**src/rtl/codec_pkg.sv**
```systemverilog
// codec_pkg: shared types and helpers for the priority encoder / one-hot pulse decoder pair
package codec_pkg;
  localparam int IDX_W_DEF = 2;
  typedef enum logic [1:0] {IDLE, DRIVE, GAP} state_t;
  function automatic int n_out(input int idx_w);
    return 1 << idx_w;
  endfunction
endpackage

```
**src/rtl/load_down_counter.sv**
```systemverilog
// load_down_counter: loadable down counter that saturates at 1 (never wraps)
module load_down_counter #(
  parameter int W = 4
) (
  input  logic         clk,
  input  logic         rst_n,
  input  logic         clr,
  input  logic         load,
  input  logic [W-1:0] load_val,
  input  logic         dec,
  output logic [W-1:0] value,
  output logic         is_one
);
  assign is_one = value == W'(1);
  always_ff @(posedge clk or negedge rst_n)
    if (!rst_n) value <= '0;
    else if (clr) value <= '0;
    else if (load) value <= load_val;
    else if (dec && value > W'(1)) value <= value - W'(1);
endmodule

```
**src/rtl/onehot_pulse_decoder.sv**
```systemverilog
// onehot_pulse_decoder: turns an accepted channel index into a timed one-hot pulse
// followed by a fixed quiet gap; all outputs come straight from flops.
module onehot_pulse_decoder
  import codec_pkg::*;
#(
  parameter int IDX_W      = IDX_W_DEF,
  parameter int LEN_W      = 4,
  parameter int GAP_CYCLES = 1,
  localparam int N_OUT     = n_out(IDX_W)
) (
  input  logic             clk,
  input  logic             rst_n,
  input  logic             in_valid,
  output logic             in_ready,
  input  logic [IDX_W-1:0] in_idx,
  input  logic [LEN_W-1:0] in_len,
  input  logic             flush,
  output logic [N_OUT-1:0] out_onehot,
  output logic             busy,
  output logic             done
);
  localparam int GW = GAP_CYCLES > 0 ? $clog2(GAP_CYCLES + 1) : 1;
  state_t state, state_n;
  logic [IDX_W-1:0] idx_q, idx_n;
  logic [LEN_W-1:0] len_eff, drv_val, drv_next;
  logic [GW-1:0] gap_val;
  logic ready_q, accept, drv_one, gap_one;
  logic drv_ld, drv_dec, gap_ld, gap_dec;
  assign in_ready = ready_q & ~flush;
  assign accept   = in_valid & in_ready;
  assign len_eff  = in_len == '0 ? LEN_W'(1) : in_len;
  assign idx_n    = accept ? in_idx : idx_q;
  load_down_counter #(.W(LEN_W)) u_drv (
    .clk(clk), .rst_n(rst_n), .clr(flush), .load(drv_ld), .load_val(len_eff),
    .dec(drv_dec), .value(drv_val), .is_one(drv_one)
  );
  load_down_counter #(.W(GW)) u_gap (
    .clk(clk), .rst_n(rst_n), .clr(flush), .load(gap_ld), .load_val(GW'(GAP_CYCLES)),
    .dec(gap_dec), .value(gap_val), .is_one(gap_one)
  );
  always_comb begin
    state_n = state;
    drv_ld  = 1'b0;
    drv_dec = 1'b0;
    gap_ld  = 1'b0;
    gap_dec = 1'b0;
    if (flush) state_n = IDLE;
    else
      unique case (state)
        IDLE: begin
          drv_ld  = accept;
          state_n = accept ? DRIVE : IDLE;
        end
        DRIVE: begin
          gap_ld  = drv_one && GAP_CYCLES > 0;
          drv_dec = !drv_one;
          state_n = !drv_one ? DRIVE : GAP_CYCLES > 0 ? GAP : IDLE;
        end
        GAP: begin
          gap_dec = !gap_one;
          // a zero gap count can only come from corruption; leave rather than stall
          state_n = (gap_one || gap_val == '0) ? IDLE : GAP;
        end
        default: state_n = IDLE;
      endcase
  end
  assign drv_next = flush ? '0 : drv_ld ? len_eff : (drv_dec && drv_val > LEN_W'(1)) ? drv_val - LEN_W'(1) : drv_val;
  always_ff @(posedge clk or negedge rst_n)
    if (!rst_n) begin
      state      <= IDLE;
      idx_q      <= '0;
      ready_q    <= 1'b1;
      out_onehot <= '0;
      busy       <= 1'b0;
      done       <= 1'b0;
    end else begin
      state      <= state_n;
      idx_q      <= idx_n;
      ready_q    <= state_n == IDLE;
      out_onehot <= state_n == DRIVE ? N_OUT'(1) << idx_n : '0;
      busy       <= state_n != IDLE;
      done       <= state_n == DRIVE && drv_next == LEN_W'(1);
    end
endmodule

```
**config.mk**
```make
export PLATFORM = sky130hd
export DESIGN_NAME = onehot_pulse_decoder
export DESIGN_NICKNAME = d
export VERILOG_FILES = /design/src/rtl/codec_pkg.sv /design/src/rtl/load_down_counter.sv /design/src/rtl/onehot_pulse_decoder.sv
export SDC_FILE = /design/constraint.sdc
export NUM_CORES = 1
export LEC_CHECK = 0
export BUFFER_PORTS_ARGS = -buffer_cell sky130_fd_sc_hd__buf_4
export CORE_MARGIN = 1.5
export CORE_UTILIZATION = 49
export CTS_CLUSTER_SIZE = 10
export DETAILED_ROUTE_END_ITERATION = 8
export PLACE_DENSITY_LB_ADDON = 0.25
export SYNTH_ARGS = -nofsm -noshare
export SYNTH_HDL_FRONTEND = slang
export SYNTH_SLANG_ARGS = --single-unit
```
**constraint.sdc**
```tcl
create_clock -name clk -period 2.05 [get_ports clk]
set_input_delay 0.3075 -clock clk [delete_from_list [all_inputs] [get_ports clk]]
set_output_delay 0.3075 -clock clk [all_outputs]
set_load 0.005 [all_outputs]
```
-- Word-level counts from Yosys, hierarchy flattened
Index checks and enable logic that the tools add are counted.
- register bits: 15
- bits of input ports: 10
- output and inout bits: 7
- logic and storage cells: 38
- add/sub/neg operators: 1
- order comparisons: 1
- equal/unequal tests: 4
- shift operators: 1
- multiplexer cells: 14
- bitwise gates (word level): 3
- reductions and logical operators: 7
- operators by type and width (operator ; count):
    two-way mux 4 bit ; 5
    == test 4 x 1 -> 1 bit (second input constant) ; 2
    two-way mux 2 bit ; 3
    two-way mux 1 bit ; 5
    == test 2 x 1 -> 1 bit (second input constant) ; 2
    greater-than comparator 4 x 1 -> 1 bit (second input constant) ; 1
    logical NOT 2 bit ; 2
    logical NOT 4 bit ; 1
    one-hot mux 2 bit (2 select lines) ; 1
    left shift 1 x 2 -> 4 bit (first input constant) ; 1
    subtractor 4 x 1 -> 4 bit (second input constant) ; 1
    AND 1 bit ; 2
    logical AND 1 bit ; 2
    nonzero test 2 bit ; 1
    logical NOT 1 bit ; 1
    inverter 1 bit ; 1

-- Logic depth before layout (Yosys ltp)
Gate-level depths: netlist of run 1.
- depth in word-level cells: 10
- depth in mapped cells: 7
- mapped depth without buffers: 7

-- Cells and area by module
Synthesis of run 1 repeated with hierarchy kept, for this count alone.
- cell total of the unflattened synthesis: 92
- area total of the unflattened synthesis: 918.4 um2
- modules (own cells, without submodules) (module ; instances ; cells each ; area each (um2) ; sequential area each (um2)):
    onehot_pulse_decoder ; 1 ; 54 ; 564.3 ; 276.5
    load_down_counter (u_drv) ; 1 ; 34 ; 307.8 ; 100.1
    load_down_counter (u_gap) ; 1 ; 4 ; 46.3 ; 25.0

-- Least setup slack after synthesis of run 1
No wires, ideal clock.
- kind: register to register
- from: register u_drv.value[0]
- to: register done
- setup time: 133 ps
- arrival time: 1662 ps
- required time: 1917 ps
- slack: 254 ps
- cell stages (with the launch flop): 8
- buffers on the path: 0
- clock period less this slack: 1796 ps
- cell sequence: dfrtp_1 > inv_1 > ha_1 > nor2_1 > o31ai_1 > mux2_2 > a211oi_1 > nor4b_1
- cells in the longest elaborated chain, start to end: 10
- elaborated cells between the ends (all ways): 16
- classes of those cells: add/sub: 1; order compare: 1; eq/ne: 3; mux: 8; reduce/logical: 3
- RTL lines (element ; RTL line ; RTL):
    start, declared ; load_down_counter.sv:11 ; output logic [W-1:0] value,
    start signal, assigned ; load_down_counter.sv:18 ; else if (load) value <= load_val;
    start signal, assigned ; load_down_counter.sv:19 ; else if (dec && value > W'(1)) value <= value - W'(1);
    == test 4 x 1 -> 1 bit ; load_down_counter.sv:14 ; assign is_one = value == W'(1);
    logical NOT 1 bit ; n/a ;
    two-way mux 1 bit ; onehot_pulse_decoder.sv:49 ; unique case (state)
    two-way mux 1 bit ; onehot_pulse_decoder.sv:47 ; if (flush) state_n = IDLE;
    logical AND 1 bit ; onehot_pulse_decoder.sv:67 ; assign drv_next = flush ? '0 : drv_ld ? len_eff : (drv_dec && drv_val > LEN_W'(1)) ? drv_val - LEN_W'(1) : drv ...
    two-way mux 4 bit * (3 in series) ; n/a ;
    via drv_next[1] ; onehot_pulse_decoder.sv:25 ; logic [LEN_W-1:0] len_eff, drv_val, drv_next;
    == test 4 x 1 -> 1 bit * ; onehot_pulse_decoder.sv:82 ; done <= state_n == DRIVE && drv_next == LEN_W'(1);
    logical AND 1 bit * ; onehot_pulse_decoder.sv:82 ;
    end signal, assigned ; onehot_pulse_decoder.sv:75 ; done <= 1'b0;
    end signal, assigned ; onehot_pulse_decoder.sv:82 ;
    end, declared ; onehot_pulse_decoder.sv:20 ; output logic done
The timed path passes the listed nets; every way through them passes the cells marked *.

-- Worst setup path in the final report of run 1
- from: register state[1]
- to: register done
- cells in the longest elaborated chain, start to end: 9
- elaborated cells between the ends (all ways): 15
- classes of those cells: eq/ne: 3; mux: 9; reduce/logical: 3
- RTL lines (element ; RTL line ; RTL):
    start, declared ; onehot_pulse_decoder.sv:23 ; state_t state, state_n;
    start signal, assigned ; onehot_pulse_decoder.sv:77 ; state <= state_n;
    == test 2 x 1 -> 1 bit ; onehot_pulse_decoder.sv:49 ;
    two-way mux 1 bit ; onehot_pulse_decoder.sv:49 ;
    two-way mux 1 bit ; onehot_pulse_decoder.sv:47 ;
    logical AND 1 bit ; onehot_pulse_decoder.sv:67 ;
    two-way mux 4 bit ; n/a ;
    two-way mux 4 bit * (2 in series) ; n/a ;
    via drv_next[1] ; onehot_pulse_decoder.sv:25 ;
    == test 4 x 1 -> 1 bit * ; onehot_pulse_decoder.sv:82 ;
    logical AND 1 bit * ; onehot_pulse_decoder.sv:82 ;
Marks and branches as above.

==> results of run 1 <==
## critical path: cells and delay by family, from the launching register on
family             cells  cell delay [ns]
and+or+nand+nor        2             0.60
AOI/OAI and AO/OA      2             0.51
DFF                    1             0.42
muxes                  1             0.30
## power by group through the flow
stage                     clock [mW]  combinational (mW)  sequential (mW)
after detailed placement           0               0.174            0.365
after floorplan                    0               0.102            0.360
after global routing           0.182               0.198            0.364
after global placement             0               0.168            0.363
final                          0.167               0.178            0.360
after CTS                      0.169               0.177            0.359
## logic make-up (layout without fill, tap and decap cells)
family	count (synthesis)	in the layout	share of synthesized area [%]
buf+inv	6	27	3.30
flops	15	15	55.2
simple gates	28	28	22.4
xor+xnor	1	1	1.28
compound gates	9	9	9.36
mux	3	3	4.77
fa+ha+maj	2	2	3.67
## per-layer routing
layer | up-vias | share of wire, %
met5 | - | 0
met1 | 285 | 39
met3 | 6 | 7.4
met2 | 31 | 51
met4 | 0 | 3.0
li1 | 266 | -
## timing repair
| action | CTS | global route |
|---|---|---|
| endpoints found under the setup margin | 0 | 1 |
| hold buffers | 1 | 0 |
| hold endpoints to repair | 14 | 0 |
| gates resized for setup | 0 | 1 |
## path summary, 6_finish.rpt
path                           from        endpoint  slack [ns]  cells after the start
setup / recovery           state[1]            done        0.09                      5
max in group asynchronous     rst_n         ready_q        1.41                      2
min in group asynchronous     rst_n            busy        0.40                      2
hold reg to reg            idx_q[1]        idx_q[1]        0.52                      1
setup reg to reg           state[1]            done        0.09                      5
hold / removal                flush  u_drv.value[0]        0.23                      2
## state kept, by name, indices dropped and copies added (netlist names)
signal	cells
u_drv.value	4
ready_q	1
done	1
out_onehot	4
idx_q	2
busy	1
state	2
## layout make-up
| type | count | area (um^2) | area share [%] |
|---|---|---|---|
| clock buffers | 3 | 22.5 | 2.61 |
| inverters | 6 | 22.5 | 2.61 |
| flip-flops and latches | 15 | 377 | 43.6 |
| repair buffers | 17 | 130 | 15.1 |
| clock inverters | 1 | 5.00 | 0.580 |
| multi-input cells | 43 | 288 | 33.3 |
| well taps | 15 | 18.8 | 2.17 |
## through the flow
| stage | area (um^2) | std cells | utilization, % | total power [mW] |
|---|---|---|---|---|
| finish | 863 | 100 | 66.3 | 0.705 |
| global route | 863 | 100 | 66.3 | 0.745 |
| CTS | 858 | 100 | 66.0 | 0.705 |
| detailed placement | 821 | 95 | 63.1 | 0.539 |
| global placement | 821 | 95 | 63.1 | 0.531 |
| floorplan | 682 | 64 | - | 0.462 |
## layout by cell type (no fill, tap or decap)
cell type and n:
a21oi_1 1, mux2_2 2, dlygate4sd3_1 1, and2b_2 1
or3b_4 1, clkbuf_4 3, nand3_1 1, o21ai_0 2
mux2i_1 1, and2_1 1, or4_1 1, dfstp_2 1
o2111ai_1 1, ha_1 2, nor4b_1 1, dfrtp_1 14
clkinv_2 1, xnor2_1 1, o31ai_2 1, inv_1 6
a311oi_1 2, buf_4 16, or4bb_1 1, nor3b_1 2
nor2_1 12, a21o_1 1, a211oi_1 1, or2_1 1
nand2b_1 1, nor3_1 2, nand2_1 3
==> flow_summary.yaml, run 1 <==
route:
  detail_route.wl_per_cell_um: 14.6
  remaining_drc_errors: 0
  dr.pass1.iters: 4
  drt-initial-drc-count: 20
  routed_wl_um: 1460
  num_vias: 588
  via_per_inst: 5.88
  ant_nets: 0
floorplanning:
  fp-row-count: 13
  core_mm2: 0.00130
  die_w_um: 40.3
  ios: 17
  start_util_pct: 52.4
  chipHeight_um: 40.3
  die_area_mm2: 0.00162
synth:
  ys_ff_latch: 15
  syn_area_per_cell_um2: 10.7
  syn-cell-area_um2: 682
  synth-async-reset-ratio_pct: 100
  yosysSeqAreaShare_pct: 55.2
  synth_common_cells: "14 x dfrtp_1, 12 x nor2_1, 6 x inv_1"
  synth_cell_types: 27
  syn-num-nets: 76
  synth_edf_count: 0
  yosys-top-cells-area: "dfrtp_1 51%, nor2_1 6.6%, dfstp_2 3.9%"
  ys.flop_type: "dfrtp_1"
  synthCells: 64
  ys_warn_count: 0
  yosysMostFrequentCell: "dfrtp_1"
  synth_top_area_share_pct: 51.4
  synth_largest_area_cell: "dfrtp_1"
sta:
  fin_crit_ns: 1.96
  setup_total_negative_slack_ns: 0
  finalSetupViolCount: 0
  max-slew-margin-rel_pct: 61.4
  postLayoutSetupSlackWorst_ns: 0.0948
  skew_ns: 0.00120
  rsz0062_at_grt: "no"
  slew_violations: 0
  fmax_ghz: 0.511
  hold_viol: 0
  whs_ns: 0.232
  tightest_slew_ns: 0.578
  fin_crit_sh_pct: 95.4
final_layout:
  diodes: 0
  drive_above_1_share_pct: 30.6
  syn2layout_area_growth_pct: 26.6
  finalNetCount: 98
  fillCellCount: 99
global_route:
  grtUsageMet2_pct: 37.5
  grtUsageMet3_pct: 5.56
  grt_max_degree: 16
  grt_pass1_vias: 549
  grtUsageTotal_pct: 22.0
  grt.met1_usage_pct: 23.6
  antenna_found_initial: 0
  grt_pass1_wl_um: 2210
  gr-total-overflow: 0
  busiest_layer: "met2"
critical_path:
  setup.worst_path.class: "register to register"
  endpoint_kind: "register"
  cp_cell_sequence: "nor3b_1 -> o31ai_2 -> mux2_2 -> a211oi_1 -> nor4b_1"
  arrival_ns: 2.12
  start_kind: "register"
  cp.required_ns: 2.21
  worst_path_largest_cell_delay_ns: 0.50
  crit_fanout: 4
  cp_slowest_cell: "nor3b_1"
clock_network:
  numCtsBuffers: 3
  worst_skew_pair.late_latency_ns: 0.29
  cts_tree: "yes"
  clock-sinks: 15
  cts_buffer_depth: 2
  path_clk_slew_ns: 0.09
  htreeDepth: 1
  cts_setup_buffers: 0
  root_buffer: "clkbuf_4"
power:
  p_comb_share_pct: 25.3
  intPower_uw: 495
  seq_power_share_pct: 51.1
  switching_share_pct: 29.8
  p_sw_uw: 210
  p_clk_share_pct: 23.7
  power_density_mw_per_mm2: 816
  peakVddDrop_mv: 0.551
  leakage_nw: 0.428
placed_design:
  dp_slack_ns: 0.0898
  io_buffers: 16
  hpwl_um: 1090
  gp_congestion: 0.788
status:
  status: "completed"
worst_hold_path:
  hp-class: "primary input to register"
job:
  maxCapViolations: 0
Note: power is estimated with default switching activity, not from simulation.
==> inputs of run 2 (changes only) <==
--- a/config.mk
+++ b/config.mk
@@ -5,9 +5,10 @@
 export SDC_FILE = /design/constraint.sdc
 export NUM_CORES = 1
 export LEC_CHECK = 0
+export ABC_AREA = 1
 export BUFFER_PORTS_ARGS = -buffer_cell sky130_fd_sc_hd__buf_4
 export CORE_MARGIN = 1.5
-export CORE_UTILIZATION = 49
+export CORE_UTILIZATION = 50
 export CTS_CLUSTER_SIZE = 10
 export DETAILED_ROUTE_END_ITERATION = 8
 export PLACE_DENSITY_LB_ADDON = 0.25
==> run 2 against run 1 <==
  * Sequential power hardly changed
  * Critical path type unchanged
  * Final cell count is 31% higher
  * Via count is 4.1% higher
  * Highest routed layer is now met3
  * Sequential share of layout area is 4.9 points lower
  * Largest cell class unchanged
  * Wire length is 6.4% lower
  * Worst hold slack better by 0.10 ns
==> flow_summary.yaml, run 2 <==
status:
  status: "completed"
synth:
  synth_cell_types: 22
  syn-cell-area_um2: 796
  syn_area_per_cell_um2: 8.47
  ys_warn_count: 0
  yosysMostFrequentCell: "inv_1"
  synthCells: 94
  synth_edf_count: 0
  ys_ff_latch: 15
  yosysSeqAreaShare_pct: 47.3
  synth_largest_area_cell: "dfrtp_1"
  synth_common_cells: "19 x inv_1, 14 x dfrtp_1, 14 x nand2_1"
  ys.flop_type: "dfrtp_1"
  synth_top_area_share_pct: 44.0
  yosys-top-cells-area: "dfrtp_1 44%, inv_1 9.0%, nand2_1 6.6%"
  synth-async-reset-ratio_pct: 100
  syn-num-nets: 106
global_route:
  grt_max_degree: 16
  antenna_found_initial: 0
  grt_pass1_vias: 612
  grt_pass1_wl_um: 2460
  gr-total-overflow: 0
  grtUsageTotal_pct: 18.1
sta:
  postLayoutSetupSlackWorst_ns: 0.600
  tightest_slew_ns: 0.222
  slew_violations: 0
  setup_total_negative_slack_ns: 0
  fin_crit_sh_pct: 70.7
  rsz0062_at_grt: "no"
  skew_ns: 0.00223
  max-slew-margin-rel_pct: 85.1
  fin_crit_ns: 1.45
  fmax_ghz: 0.690
  finalSetupViolCount: 0
  hold_viol: 0
route:
  via_per_inst: 4.67
  remaining_drc_errors: 0
  drt-initial-drc-count: 6
  routed_wl_um: 1360
  dr.pass1.iters: 4
  num_vias: 612
  ant_nets: 0
  detail_route.wl_per_cell_um: 10.4
worst_hold_path:
  hp-class: "primary input to register"
  min_path_cells: 4
  min_from: "flush"
power:
  power_uw: 762
  peakVddDrop_mv: 0.547
  power_density_mw_per_mm2: 784
  leakage_nw: 0.549
clock_network:
  htreeDepth: 1
  numCtsBuffers: 3
  root_buffer: "clkbuf_4"
  cts_buffer_depth: 2
  clock-sinks: 15
  cts_setup_buffers: 0
  cts_tree: "yes"
  path_clk_slew_ns: 0.08
  worst_skew_pair.late_latency_ns: 0.27
critical_path:
  crit_fanout: 4
  arrival_ns: 1.66
  crit_end: "done"
  endpoint_kind: "register"
  setup.worst_path.start: "u_drv.value[0]"
  rr_endpoint: "done"
  r2r_cells: 11
  cp.required_ns: 2.26
  r2r_setup_slack_ns: 0.60
  start_kind: "register"
  setup.worst_path.class: "register to register"
  timing.rr.start: "u_drv.value[0]"
final_layout:
  fillCellCount: 140
  finalNetCount: 128
  drive_above_1_share_pct: 33.0
  layout_common_cells: "19 x inv_1, 16 x buf_4, 14 x nand2_1, 14 x dfrtp_1, 8 x nor2_1"
  mostFrequentLayoutCell: "inv_1"
  reg_top3: "out_onehot x4, u_drv.value x4"
  diodes: 0
  stdcell_count: 131
  syn2layout_area_growth_pct: 22.2
floorplanning:
  core_mm2: 0.00149
  fp-row-count: 14
  start_util_pct: 53.4
  chipHeight_um: 42.9
  die_area_mm2: 0.00184
  ios: 17
  die_w_um: 42.9
placed_design:
  place_inst: 126
  dp_slack_ns: 0.615
  io_buffers: 16
  hpwl_um: 1130
  gp_congestion: 0.815
job:
  maxCapViolations: 0
## run 2: kinds of logic after synthesis
logic type | synth area share [%]
simple gates | 33.5
buf+inv | 10.8
flops | 47.3
compound gates | 4.09
fa+ha+maj | 3.14
xor+xnor | 1.10
## run 2: cell type report
class	instances	area, um^2	area share [%]
Multi-Input combinational cell	56	333	34.2
Inverter	23	86.3	8.88
Clock buffer	4	26.3	2.70
Tap cell	16	20.0	2.06
Sequential cell	15	377	38.7
Timing Repair Buffer	17	130	13.4
## run 2: worst min-delay path by stage
stage / endpoint / slack (ns)
2_1_floorplan: busy / 0.01
3_3_place_gp: busy / 0.17
3_5_place_dp: out_onehot[1] / 0.17
4_1_cts: u_drv.value[3] / 0.33
5_1_grt: u_drv.value[0] / 0.35
6_report: u_drv.value[3] / 0.33
## run 2: what timing repair did
action                    in CTS  in global routing
hold buffers                   1                  0
gates resized for setup        0                  0
hold endpoints to repair      14                  0
## run 2: where the power goes
group	switching (mW)	internal, mW
Combinational	0.144	0.0955
Sequential	0.0232	0.338
Clock	0.0858	0.0753
Total	0.253	0.509
## run 2: per-layer routing
metal  GRT usage, %  vias up  part of all wire (%)
li1               -      326                     -
met1           21.2      279                    42
met2           31.5        7                    56
met3           3.83        0                   2.1
met4           7.50        0                     0
met5              0        -                     0
## run 2: worst max-delay path, stage by stage, from the launching register on
cell and delay (ns):
dfrtp_1 0.37, inv_1 0.08, ha_1 0.24, nand2_2 0.11, inv_1 0.05, nor2_1 0.12
nand2_1 0.07, nand2_1 0.05, nand3_1 0.06, nand2_1 0.07, nand2_1 0.07, nor2_2 0.10
## run 2: per-stage QoR
step	utilization, %	hold slack [ns]	cell area [um^2]
floorplan	-	0.0119	796
global placement	62.9	0.167	936
detailed placement	62.9	0.169	936
CTS	65.3	0.327	972
global route	65.3	0.346	972
finish	65.3	0.334	972
==> inputs of run 3 (changes only) <==
--- a/config.mk
+++ b/config.mk
@@ -8,7 +8,7 @@
 export ABC_AREA = 1
 export BUFFER_PORTS_ARGS = -buffer_cell sky130_fd_sc_hd__buf_4
 export CORE_MARGIN = 1.5
-export CORE_UTILIZATION = 50
+export CORE_UTILIZATION = 46
 export CTS_CLUSTER_SIZE = 10
 export DETAILED_ROUTE_END_ITERATION = 8
 export PLACE_DENSITY_LB_ADDON = 0.25
==> constraint.sdc (replaced) <==
create_clock -name clk -period 1.2 [get_ports clk]
set_input_delay 0.18 -clock clk [delete_from_list [all_inputs] [get_ports clk]]
set_output_delay 0.18 -clock clk [all_outputs]
set_load 0.005 [all_outputs]
==> run 3 against run 2 <==
  * The flow now finishes with violations (design-rule violations, negative setup slack)
  * Core utilization is 15 points higher
  * First-iteration DRC count rose to 2.5 times the previous value
  * Count of clock-buffer cells in the layout unchanged
  * Critical path type unchanged
  * Largest power group is now combinational logic
  * Highest routed layer is now met4
==> flow_summary.yaml, run 3 (synthesis gave the netlist of run 2 again) <==
critical_path:
  cp.required_ns: 1.43
  crit_fanout: 4
  timing.rr.start: "u_drv.value[2]"
  rr_endpoint: "done"
  r2r_setup_slack_ns: -0.17
  setup.worst_path.class: "register to register"
  start_kind: "register"
  arrival_ns: 1.60
  endpoint_kind: "register"
  r2r_cells: 9
  setup.worst_path.start: "u_drv.value[2]"
final_layout:
  finalNetCount: 142
  stdcell_count: 145
  multiInputGateArea_um2: 483
  fin_area_mm2: 0.00125
  diodes: 0
  syn2layout_area_growth_pct: 57.2
  mostFrequentLayoutCell: "buf_4"
  reg_top3: "out_onehot x4, u_drv.value x4"
  drive_above_1_share_pct: 65.1
  layout_common_cells: "27 x buf_4, 13 x inv_2, 13 x dfrtp_1, 9 x inv_1, 7 x nand2_2"
  fillCellCount: 100
  seqCellArea_um2: 378
power:
  switching_share_pct: 37.6
  p_sw_uw: 631
  peakVddDrop_mv: 0.964
  intPower_mw: 1.05
  p_clk_share_pct: 17.6
  power_density_mw_per_mm2: 1340
  leakage_nw: 0.645
  p_comb_share_pct: 44.8
  seq_power_share_pct: 37.6
global_route:
  grt_max_degree: 16
  grtUsageTotal_pct: 22.8
  gr-total-overflow: 0
  grt_pass1_vias: 756
  antenna_found_initial: 0
  grt_pass1_wl_um: 3150
sta:
  fin_crit_sh_pct: 114
  postLayoutSetupSlackWorst_ns: -0.171
  fin_crit_ns: 1.37
  fmax_ghz: 0.730
  hold_viol: 0
  setup_total_negative_slack_ns: -0.922
  whs_ns: 0.161
  tightest_slew_ns: 0.199
  skew_ns: 0.00534
  slew_violations: 0
  finalSetupViolCount: 11
  rsz0062_at_grt: "yes"
  max-slew-margin-rel_pct: 86.7
floorplanning:
  die_area_mm2: 0.00199
  fp-row-count: 14
  core_mm2: 0.00156
  chipHeight_um: 44.6
  die_w_um: 44.6
  ios: 17
  start_util_pct: 51.0
clock_network:
  cts_tree: "yes"
  worst_skew_pair.late_latency_ns: 0.29
  numCtsBuffers: 3
  htreeDepth: 1
  clock-sinks: 15
  cts_buffer_depth: 2
  root_buffer: "clkbuf_4"
  path_clk_slew_ns: 0.09
worst_hold_path:
  holdPathEnd: "idx_q[0]"
  hp-class: "primary input to register"
  min_path_cells: 3
  min_from: "in_idx[0]"
placed_design:
  place_inst: 138
  dpl-instance-area_mm2: 0.00107
  hpwl_um: 1370
  io_buffers: 16
  gp_congestion: 0.796
job:
  maxCapViolations: 0
status:
  violations: "design-rule violations, negative setup slack"
  status: "complete, but fails checks"
route:
  remaining_drc_errors: 1
  dr.pass1.iters: 6
  num_vias: 731
  drt-initial-drc-count: 15
  routed_wl_um: 2060
  detail_route.wl_per_cell_um: 14.2
  ant_nets: 0
  via_per_inst: 5.04
run 3: cell type report:
| cell class | instances | area share [%] |
|---|---|---|
| multi-input combinational | 56 | 38.6 |
| sequential | 15 | 30.2 |
| timing repair buffer | 31 | 20.4 |
| inverter | 23 | 7.10 |
| clock buffer | 4 | 2.10 |
| tap | 16 | 1.60 |
run 3: layer usage:
| metal | share of wire, % | track usage, % |
|---|---|---|
| met1 | 42 | 26.4 |
| met2 | 53 | 40.0 |
| met3 | 3.3 | 4.49 |
| met4 | 1.6 | 10.3 |
| met5 | 0 | 0 |
run 3: worst max path at each step:
stage	endpoint	slack, ns	cells after the start
2_1_floorplan	done	-0.04	11
3_3_place_gp	done	-0.14	9
3_5_place_dp	done	-0.15	9
4_1_cts	done	-0.16	11
5_1_grt	done	-0.26	9
6_report	done	-0.17	9
run 3: repair_timing:
action	4_1_cts	5_1_grt
setup buffers	0	2
gates resized for setup	12	24
setup endpoints to repair	11	12
pin swaps	8	15
hold buffers	1	0
hold endpoints to repair	15	0
cloned	0	0
run 3: per-stage QoR:
stage	power [mW]	setup slack (ns)	utilization, %
after floorplan	0.960	-0.0430	-
after global placement	1.17	-0.137	68.4
after detailed placement	1.19	-0.149	68.4
after CTS	1.54	-0.156	73.6
after global routing	1.76	-0.256	80.3
final	1.68	-0.171	80.3
run 3: worst max-delay path, stage by stage, from the launching register on:
cell and delay, ns:
dfrtp_1 0.43, nor2_4 0.20, nand2_4 0.10, inv_4 0.07, nor2_4 0.04, nand3_1 0.08, nand3_1 0.10, nand2_2 0.11
nand3_2 0.08, nor2_2 0.11
run 3: power groups by stage:
stage                     logic (mW)  clock network (mW)  registers (mW)
final                          0.751               0.295           0.631
after global placement         0.537                   0           0.629
after global routing           0.807               0.317           0.637
after CTS                      0.614               0.304           0.627
after detailed placement       0.554                   0           0.632
after floorplan                0.330                   0           0.630
